File: config.mk
export PLATFORM = sky130hd
export DESIGN_NAME = phase_sequencer
export DESIGN_NICKNAME = d
export VERILOG_FILES = /design/src/rtl/phase_sequencer.sv
export SDC_FILE = /design/constraint.sdc
export NUM_CORES = 1
export LEC_CHECK = 0
export BUFFER_PORTS_ARGS = -buffer_cell sky130_fd_sc_hd__buf_2
export CORE_UTILIZATION = 40
export DETAILED_ROUTE_END_ITERATION = 6
export RECOVER_POWER = 50
export SLEW_MARGIN = 20
export SYNTH_ARGS = -nofsm -noshare
export SYNTH_HDL_FRONTEND = slang
export SYNTH_SLANG_ARGS = --single-unit
File: constraint.sdc
create_clock -name clk -period 2.1 [get_ports clk]
set_input_delay 0.21 -clock clk [delete_from_list [all_inputs] [get_ports clk]]
set_output_delay 0.21 -clock clk [all_outputs]
set_load 0.05 [all_outputs]
File: src/rtl/phase_sequencer.sv
// Instruction phase generator for the VeriRisc core: free-run, single-step,
// halt/resume and memory wait-states with a bounded stall timeout.
module phase_sequencer #(
    parameter int WAIT_MAX = 15,
    parameter int CNT_W    = 16
) (
    input  logic             clk,
    input  logic             rst_,
    input  logic             run,
    input  logic             step,
    input  logic             halt,
    input  logic             rd,
    input  logic             wr,
    input  logic             mem_ready,
    input  logic             err_clr,
    output logic [2:0]       phase,
    output logic             busy,
    output logic             halted,
    output logic             stalled,
    output logic             timeout_err,
    output logic             instr_done,
    output logic [CNT_W-1:0] instr_count
);

    localparam int WCW = (WAIT_MAX < 2) ? 1 : $clog2(WAIT_MAX + 1);

    typedef enum logic [2:0] {
        S_IDLE,
        S_RUN,
        S_STEP,
        S_WAIT,
        S_HALT
    } state_t;

    state_t           state_q;
    logic [2:0]       phase_q;
    logic [WCW-1:0]   wait_cnt_q;
    logic             to_q;
    logic             done_q;
    logic             stop_q;
    logic             run_q;
    logic             orig_step_q;
    logic [CNT_W-1:0] cnt_q;

    logic stall_req;
    logic run_rise;
    logic active;
    logic adv;
    logic wait_go;
    logic resume;
    logic inc;
    logic wrap;
    logic wait_to;
    logic run_mode;
    logic go_idle;

    always_comb begin
        stall_req = (rd | wr) & ~mem_ready;
        run_rise  = run & ~run_q;
        active    = (state_q == S_RUN) | (state_q == S_STEP);
        adv       = active & ~halt & ~stall_req;
        wait_go   = (state_q == S_WAIT) & mem_ready;
        resume    = (state_q == S_HALT) & ~to_q & (run_rise | step);
        inc       = adv | wait_go | resume;
        wrap      = inc & (phase_q == 3'd7);
        wait_to   = (state_q == S_WAIT) & ~mem_ready
                  & (wait_cnt_q >= WCW'(WAIT_MAX - 1));
        run_mode  = (state_q == S_RUN)
                  | ((state_q == S_WAIT) & ~orig_step_q);
        // stop only once run has been seen low before the boundary cycle
        go_idle   = stop_q & ~run;
    end

    always_ff @(posedge clk or negedge rst_) begin
        if (!rst_) begin
            state_q     <= S_IDLE;
            phase_q     <= 3'd0;
            wait_cnt_q  <= '0;
            to_q        <= 1'b0;
            done_q      <= 1'b0;
            stop_q      <= 1'b0;
            run_q       <= 1'b0;
            orig_step_q <= 1'b0;
            cnt_q       <= '0;
        end else begin
            run_q  <= run;
            done_q <= wrap;
            stop_q <= run_mode & ~run;
            if (wrap)
                cnt_q <= cnt_q + 1'b1;
            if (wait_to)
                to_q <= 1'b1;
            else if (err_clr)
                to_q <= 1'b0;
            if (inc)
                phase_q <= phase_q + 3'd1;

            unique case (state_q)
                S_IDLE: begin
                    phase_q    <= 3'd0;
                    wait_cnt_q <= '0;
                    if (run)
                        state_q <= S_RUN;
                    else if (step)
                        state_q <= S_STEP;
                end
                S_RUN, S_STEP: begin
                    if (halt) begin
                        state_q <= S_HALT;
                    end else if (stall_req) begin
                        state_q     <= S_WAIT;
                        wait_cnt_q  <= WCW'(1);
                        orig_step_q <= (state_q == S_STEP);
                    end else if (wrap && ((state_q == S_STEP) || go_idle)) begin
                        state_q <= S_IDLE;
                    end
                end
                S_WAIT: begin
                    if (mem_ready) begin
                        wait_cnt_q <= '0;
                        if (wrap && (orig_step_q || go_idle))
                            state_q <= S_IDLE;
                        else
                            state_q <= orig_step_q ? S_STEP : S_RUN;
                    end else if (wait_to) begin
                        wait_cnt_q <= '0;
                        state_q    <= S_HALT;
                    end else begin
                        wait_cnt_q <= wait_cnt_q + 1'b1;
                    end
                end
                S_HALT: begin
                    if (!to_q) begin
                        if (run_rise)
                            state_q <= S_RUN;
                        else if (step)
                            state_q <= S_STEP;
                    end
                end
                default: state_q <= S_IDLE;
            endcase
        end
    end

    assign phase       = phase_q;
    assign busy        = active | (state_q == S_WAIT);
    assign halted      = (state_q == S_HALT);
    assign stalled     = (state_q == S_WAIT);
    assign timeout_err = to_q;
    assign instr_done  = done_q;
    assign instr_count = cnt_q;

endmodule
==> results of run 1 <==
==> worst paths after layout <==
kind | startpoint | to | slack, ns | cells past startpoint
worst max-delay path | state_q[1] | instr_count[9] | 0.16 | 6
worst min-delay path | err_clr | timeout_err | 0.11 | 2
worst max register to register | state_q[1] | instr_count[9] | 0.16 | 6
worst min register to register | instr_count[15] | instr_count[15] | 0.48 | 1
max in group asynchronous | rst_ | orig_step_q | 1.08 | 2
min in group asynchronous | rst_ | instr_count[3] | 0.52 | 2
==> routing by layer <==
metal	vias up	part of all wire, %	track usage, %
li1	673	-	-
met1	670	44	22.4
met2	55	48	31.3
met3	4	6.2	4.62
met4	0	1.3	7.18
met5	-	0	0
==> where the power goes <==
part	internal, mW	switching [mW]	leakage [nW]	total (mW)
logic	0.252	0.467	0.501	0.718
registers	0.665	0.0854	0.398	0.751
clock network	0.384	0.239	0.0612	0.623
==> cell families (layout without fill, tap and decap cells) <==
kind of cell,count (synthesis),after routing
AOI/OAI and AO/OA,28,28
xor gates and xnor gates,17,17
adders and majority gates,5,5
buffers and inverters,16,56
DFF,31,31
muxes,5,5
and+or+nand+nor,67,67
==> synthesized netlist by cell type, drive strengths merged, types with 4 or more instances <==
cell type,number,area (sq um)
ha,5,62.6
nor4,6,50.0
xor2,16,140
a21oi,8,40.0
o21ai,9,45.0
nor2,14,52.6
inv,9,33.8
dfrtp,31,776
nand4,4,25.0
nand3,5,25.0
nand2,15,56.3
buf,4,35.0
nor3,8,50.1
==> layout by cell type, fill, tap and decap left out, types with 4 or more instances in the layout <==
cell type,synthesis,routed
nor2_1,14,14
dfrtp_1,31,31
nand3_1,5,5
ha_1,5,5
clkbuf_8,0,6
o21ai_0,9,9
inv_1,9,9
xor2_1,16,16
nand2_1,15,15
buf_4,1,6
nor3_1,6,6
nand4_1,4,4
buf_2,1,20
a21oi_1,8,8
clkbuf_1,3,11
==> worst max-delay path, delay by kind of cell (launching register included) <==
family                 cells  cell delay [ns]
XOR/XNOR                   1             0.21
AO/OA/AOI/OAI              1             0.37
buffers and inverters      1             0.20
AND/OR/NAND/NOR            3             0.65
flip-flops                 1             0.43
==> area by class of cell <==
class,count,share of cell area (%)
Tap cell,50,3.09
Multi-Input combinational cell,122,41.2
Timing Repair Buffer,39,9.94
Clock buffer,6,4.08
Inverter,9,1.67
Clock inverter,2,1.73
Sequential cell,31,38.3
==> registers in the layout, indices dropped and copies added, names as in the netlist <==
signal	cells
instr_count	16
timeout_err	1
run_q	1
stop_q	1
state_q	3
instr_done	1
orig_step_q	1
phase	3
wait_cnt_q	4
==> what timing repair did <==
item,in CTS,in global routing
resized for setup,0,1
setup endpoints to repair,0,1
hold buffers,1,0
endpoints found under the hold margin,31,0
==> impl_results.md, run 1 <==
- Post-synth net total: 183
- Async set or reset register ratio after synthesis: 100%
- Drt pass-1 iters: 4
- Starting density of the core: 41.8%
- Sequential share of the synthesized area: 46.1%
- DRT iter0 DRCs: 108
- Tcrit/Tclk final: 92.4%
- Area after DPL: 0.00191 sq mm
- Post-Syn Area: 0.00168 sq mm
- Clock Skews: 0.00395 ns
- Layout area overhead: 20.3%
- Die width: 66.9 um
- Nets@finish: 222
- Reg clk slew, reported paths: 0.07 ns
- P_leak: 0.960 nW
- Post-CTS setup buffers: 0
- CTS sink count: 31
- Layout cells sized above 1: 23.0%
- PnR worst setup slack: 0.160 ns
- Initial antenna violation count: 0
- Crit-path cells: nor2_1 > nand2_1 > o311a_1 > buf_4 > nor4_2 > xor2_1
- Area of the multi-input gates: 835 sq um
- Wirelength, routed: 3740 um
- I/O Pins: 33
- YS warnings: 0
- Compound-Gate Fraction of Synth Area: 10.3%
- Worst Path Arrival: 2.14 ns
- Setup TNS: 0 ns
- Max VDD drop: 0.797 mV
- # DRC: 0
- HP Class: input pin to flop
- PD cells: 1030 mW/mm^2
- Post-synth EDFFs: 0
- Number of synthesized register bits: 31
- Critical path class: flop to flop
- Clock Latency Late Sink: 0.29 ns
- Vias per std cell: 5.41
- Worst path max stage delay: 0.43 ns
- Final setup fails: 0
- Synth Area in Adders: 3.71%
- Gate Count Post-Synth: 169
- Register area: 776 sq um
- Port Buffers: 32
- Synth Flop Type: dfrtp_1
- Core Util, Final: 50.3%
- Wire length of the first global-routing pass: 6060 um
- Vias in the first global route: 1317
- CTS H-tree lvls: 2
- Final worst path period need: 1.94 ns
- Clock Tree Buf Depth: 2
- WP data required: 2.30 ns
- Max transition margin: 48.9%
- Netlist cell types: 41
- Hold Vio Cnt, Final: 0
- CP endpoint kind: flop
- Post-route cell area: 0.00203 sq mm
- Final Non-Filler Cells: 259
- Die Ht: 66.9 um
- Setup Slack @ Placement: 0.121 ns
- Root buffer cell: clkbuf_8
- Critical-path maximum fanout: 14
- Core Box Area: 0.00403 sq mm
- Crit-path slowest cell: dfrtp_1
- Number of diodes: 0
- All-Layer GR Usage: 18.6%
- Hpwl dp: 2680 um
- Placer's final routability congestion estimate: 0.909
- Synth Area per Inst: 9.97 sq um
- Routed via count: 1402
- Number of fill cells: 386
- Simple-Gate Fraction of Synth Area: 23.2%
- Antenna viol nets, final: 0
- Total power draw: 2.09 mW
- Global route total overflow: 0
- Inst Count DP: 250
- Largest family of logic cells by synthesized area: simple AND/OR/NAND/NOR gates
- Standard-cell rows: 23
- Status: finished, final reports clean
- F_max: 516 MHz
- RSZ-0062 raised after global routing: no
- CTS tree: done
- Startpoint types: flop
- DR WL/cell: 14.4 um
- XOR/XNOR Fraction of Synth Area: 8.84%
- Num CTS Buffers: 5
- Multiplexer share of the synthesized area: 3.19%
- Largest net degree at the start of global routing: 32
- Worst-margin pin slew: 0.766 ns
- Die area: 0.00447 sq mm
- Hold_ws: 0.106 ns
- MaxCap Viol Count: 0
- Final slew viol count: 0
Power figures use the tool's default switching activity.
==> inputs of run 2 (changes only) <==
--- a/config.mk
+++ b/config.mk
@@ -6,6 +6,7 @@
 export NUM_CORES = 1
 export LEC_CHECK = 0
 export BUFFER_PORTS_ARGS = -buffer_cell sky130_fd_sc_hd__buf_2
+export CORE_MARGIN = 2
 export CORE_UTILIZATION = 40
 export DETAILED_ROUTE_END_ITERATION = 6
 export RECOVER_POWER = 50
==> run 2 against run 1 <==
  * Global-route usage decreased by 1.7 points
  * Total power decreased by 7.9%
  * Clock-buffer cell count unchanged
  * Via count decreased by 2.6%
  * Wire length decreased by 5.3%
  * Hold slack improved by 0.014 ns
  * First-iteration DRC count decreased by 13%
  * Largest cell class unchanged
  * Highest routed layer unchanged
==> impl_results.md, run 2 (same netlist as run 1, synthesis figures left out) <==
- Status: finished, final reports clean
- Worst path max stage delay: 0.45 ns
- Port Buffers: 32
- R2r worst-path depth: 6
- Post-route cell area: 0.00200 sq mm
- Layout area overhead: 18.9%
- Total power draw: 1.93 mW
- M1 GR Usage: 21.2%
- Clock Latency Late Sink: 0.28 ns
- Post-CTS setup buffers: 0
- CTS tree: done
- Worst-margin pin slew: 0.743 ns
- Setup Slack @ Placement: 0.162 ns
- Hold Vio Cnt, Final: 0
- Die width: 68.9 um
- Critical-path maximum fanout: 14
- Drt pass-1 iters: 4
- Nets@finish: 222
- Crit-path slowest cell: dfrtp_1
- Global route total overflow: 0
- Critical path class: flop to flop
- Area of the multi-input gates: 841 sq um
- Startpoint types: flop
- Core Util, Final: 49.7%
- Routed via count: 1366
- Setup TNS: 0 ns
- Final setup fails: 0
- Vias per std cell: 5.29
- # DRC: 0
- PD cells: 962 mW/mm^2
- DR WL/cell: 13.7 um
- Commonest non-fill, non-tap cell in the layout: dfrtp_1
- Standard-cell rows: 23
- Die area: 0.00475 sq mm
- Initial antenna violation count: 0
- Max transition margin: 50.5%
- Num CTS Buffers: 5
- Number of diodes: 0
- Wirelength, routed: 3540 um
- Met2 Usage GRT: 27.6%
- Clock Skews: 0.00613 ns
- WP data required: 2.31 ns
- Tcrit/Tclk final: 91.9%
- Number of flip-flops in the largest register: 16
- Most frequent cells in the layout: dfrtp_1 (31), buf_2 (20), xor2_1 (16)
- Area after DPL: 0.00191 sq mm
- Worst Path Arrival: 2.13 ns
- Max VDD drop: 0.609 mV
- Die Ht: 68.9 um
- Clock Tree Buf Depth: 2
- Busiest layer in global routing: met2
- Crit-path cells: nor2_1 > nand2_1 > o311a_1 > buf_4 > nor4_1 > xor2_1
- WP depth: 6
- PnR worst setup slack: 0.170 ns
- Buf/Inv on CP: 1
- Met3 Track Usage GR: 4.55%
- F_max: 518 MHz
- WHS Path Cells: 2
- Largest net degree at the start of global routing: 32
- CP endpoint kind: flop
- Core Box Area: 0.00403 sq mm
- CTS H-tree lvls: 2
- Wire length of the first global-routing pass: 5850 um
- HP Class: input pin to flop
- Placer's final routability congestion estimate: 0.904
- MaxCap Viol Count: 0
- P_leak: 0.949 nW
- DRT iter0 DRCs: 94
- Reg clk slew, reported paths: 0.06 ns
- RSZ-0062 raised after global routing: no
- Vias in the first global route: 1275
- I/O Pins: 33
- Layout cells sized above 1: 22.6%
- Final slew viol count: 0
- CP top delay family: simple AND/OR/NAND/NOR gates
- Number of fill cells: 401
- Hpwl dp: 2680 um
- Antenna viol nets, final: 0
- All-Layer GR Usage: 16.9%
- CTS sink count: 31
- Starting density of the core: 41.8%
- Register area: 776 sq um
- Root buffer cell: clkbuf_8
- Final worst path period need: 1.93 ns
[run 2: report_power, final]
group          switching (mW)  leakage, nW  total, mW  internal, mW
Sequential             0.0906        0.398      0.756         0.666
Combinational           0.458        0.504      0.709         0.252
Clock                   0.204       0.0470      0.460         0.256
Total                   0.752        0.949       1.93          1.17
[run 2: final cells by class]
class / count / area share [%]
clock buffers: 6 / 4.13
clock inverters: 1 / 0.250
inverters: 9 / 1.69
multi-input cells: 122 / 42.0
flip-flops and latches: 31 / 38.8
well taps: 50 / 3.13
repair buffers: 39 / 10.1
[run 2: worst reg2reg max path: stages (launching register included)]
cell     delay, ns
dfrtp_1       0.45
nor2_1        0.18
nand2_1       0.12
o311a_1       0.38
buf_4         0.21
nor4_1        0.35
xor2_1        0.17
[run 2: worst paths after layout]
| check | to | slack [ns] | from |
|---|---|---|---|
| worst min register to register | instr_count[15] | 0.48 | instr_count[15] |
| max in group asynchronous | state_q[1] | 1.10 | rst_ |
| worst max register to register | instr_count[11] | 0.17 | state_q[0] |
| worst min-delay path | timeout_err | 0.12 | err_clr |
| min in group asynchronous | instr_count[3] | 0.52 | rst_ |
| worst max-delay path | instr_count[11] | 0.17 | state_q[0] |
[run 2: per-layer routing]
metal | share of wire (%) | wire [um]
met1 | 44 | 1560
met4 | 1.7 | 61
met5 | 0 | 0
met3 | 6.4 | 227
met2 | 48 | 1690
[run 2: stage by stage]
step / std cells / hold WS (ns)
floorplan: 169 / -0.0856
global placement: 250 / 0.286
detailed placement: 250 / 0.292
CTS: 258 / 0.0879
global route: 258 / 0.103
finish: 258 / 0.120
[run 2: repair_timing]
action	CTS	global route
endpoints found under the setup margin	0	2
resized for setup	0	2
hold buffers	1	0
endpoints found under the hold margin	31	0
==> inputs of run 3 (changes only) <==
--- a/config.mk
+++ b/config.mk
@@ -9,6 +9,7 @@
 export CORE_MARGIN = 2
 export CORE_UTILIZATION = 40
 export DETAILED_ROUTE_END_ITERATION = 6
+export MAX_ROUTING_LAYER = met4
 export RECOVER_POWER = 50
 export SLEW_MARGIN = 20
 export SYNTH_ARGS = -nofsm -noshare
==> run 3 against run 2 <==
  * Global-route usage increased by 0.48 points
  * Sequential cell count unchanged
  * Hold slack barely moved
  * Critical endpoint unchanged
==> impl_results.md, run 3 (same netlist as run 1, synthesis figures left out) <==
- Status: finished, final reports clean
- Routed via count: 1365
- Initial antenna violation count: 0
- HP Class: input pin to flop
- Worst Path Arrival: 2.14 ns
- Vias in the first global route: 1269
- Most frequent cells in the layout: dfrtp_1 (31), buf_2 (20), xor2_1 (16)
- Layout area overhead: 18.9%
- P_leak: 0.949 nW
- Port Buffers: 32
- Wire length of the first global-routing pass: 5860 um
- Layout cells sized above 1: 22.6%
- Standard-cell rows: 23
- All-Layer GR Usage: 17.4%
- Reg2reg start: state_q[0]
- Antenna viol nets, final: 0
- Post-CTS setup buffers: 0
- DR WL/cell: 13.7 um
- Largest net degree at the start of global routing: 32
- WHS Path Cells: 2
- Clock Skews: 0.00607 ns
- Reg clk slew, reported paths: 0.06 ns
- Max transition margin: 50.4%
- Hpwl dp: 2680 um
- Core Util, Final: 49.7%
- Global route total overflow: 0
- Nets@finish: 222
- Inst Count DP: 250
- Max VDD drop: 0.611 mV
- CTS sink count: 31
- CTS tree: done
- MaxCap Viol Count: 0
- Setup Slack @ Placement: 0.162 ns
- Core Box Area: 0.00403 sq mm
- Clock Tree Buf Depth: 2
- Wirelength, routed: 3540 um
- R2r worst-path depth: 6
- Root buffer cell: clkbuf_8
- Die area: 0.00475 sq mm
- PnR worst setup slack: 0.166 ns
- Critical-path maximum fanout: 14
- Die Ht: 68.9 um
- Die width: 68.9 um
- Tcrit/Tclk final: 92.1%
- Final worst path period need: 1.93 ns
- Final slew viol count: 0
- Number of flip-flops in the largest register: 16
- Final Non-Filler Cells: 258
- Vias per std cell: 5.29
- Worst-margin pin slew: 0.743 ns
- Critical path class: flop to flop
- # DRC: 0
- Met3 Track Usage GR: 4.55%
- Worst reg2reg path endpoint: instr_count[11]
- Startpoint types: flop
- I/O Pins: 33
- Commonest non-fill, non-tap cell in the layout: dfrtp_1
- Clock Latency Late Sink: 0.28 ns
- F_max: 517 MHz
- Number of diodes: 0
- Hold endpoint: timeout_err
- Hold_sp: err_clr
- DRT iter0 DRCs: 78
- CTS H-tree lvls: 2
- PD cells: 962 mW/mm^2
- Drt pass-1 iters: 4
- RSZ-0062 raised after global routing: no
- Met2 Usage GRT: 27.6%
- Busiest layer in global routing: met2
- Hold Vio Cnt, Final: 0
- Setup TNS: 0 ns
- Starting density of the core: 41.8%
- Placer's final routability congestion estimate: 0.920
- Flop2flop setup slack: 0.17 ns
- WP data required: 2.31 ns
- M1 GR Usage: 21.2%
- CP endpoint kind: flop
- Final setup fails: 0
- Num CTS Buffers: 5
## run 3: cell counts in the layout (fill, tap and decap cells not counted)
No cell type changed its count.
## run 3: layout make-up
cell class              instances  area (sq um)
inverters                       9          33.8
clock inverters                 1          5.00
fillers                       401          2030
well taps                      50          62.6
repair buffers                 39           201
flip-flops and latches         31           776
clock buffers                   6          82.6
multi-input cells             122           841
## run 3: power breakdown
group          total (mW)  internal, mW  switching, mW
clock               0.460         0.256          0.204
sequential          0.755         0.666         0.0894
combinational       0.710         0.252          0.458
total                1.93          1.17          0.751
## run 3: critical path, cell delays in order (launching register included)
cell and delay [ns]:
dfrtp_1 0.44, nor2_1 0.18, nand2_1 0.13, o311a_1 0.38, buf_4 0.21, nor4_1 0.35, xor2_1 0.17
## run 3: stage by stage
step / hold slack, ns / area, sq um / total power [mW]
5_1_grt: 0.103 / 2000 / 2.06
3_5_place_dp: 0.292 / 1910 / 1.48
6_report: 0.120 / 2000 / 1.93
2_1_floorplan: -0.0856 / 1680 / 1.32
3_3_place_gp: 0.286 / 1910 / 1.46
4_1_cts: 0.0879 / 2000 / 1.95
## run 3: layer usage
metal / up-vias / part of all wire, % / wire [um]
met4: 0 / 1.6 / 55
met1: 643 / 44 / 1570
met3: 6 / 6.5 / 231
met5: - / 0 / 0
li1: 670 / - / -
met2: 46 / 48 / 1680
## run 3: worst max path at each step
stage | to | slack [ns] | start | cells after the start
global route | instr_count[12] | 0.01 | state_q[0] | 6
CTS | instr_count[5] | 0.15 | state_q[0] | 6
floorplan | instr_count[11] | 0.18 | phase[0] | 6
finish | instr_count[11] | 0.17 | state_q[0] | 6
global placement | instr_count[11] | 0.24 | state_q[1] | 6
detailed placement | instr_count[5] | 0.16 | state_q[1] | 6
## run 3: repair_timing
| action | CTS | global route |
|---|---|---|
| hold buffers | 1 | 0 |
| hold endpoints to repair | 31 | 0 |
| setup endpoints to repair | 0 | 2 |
| resized for setup | 0 | 2 |
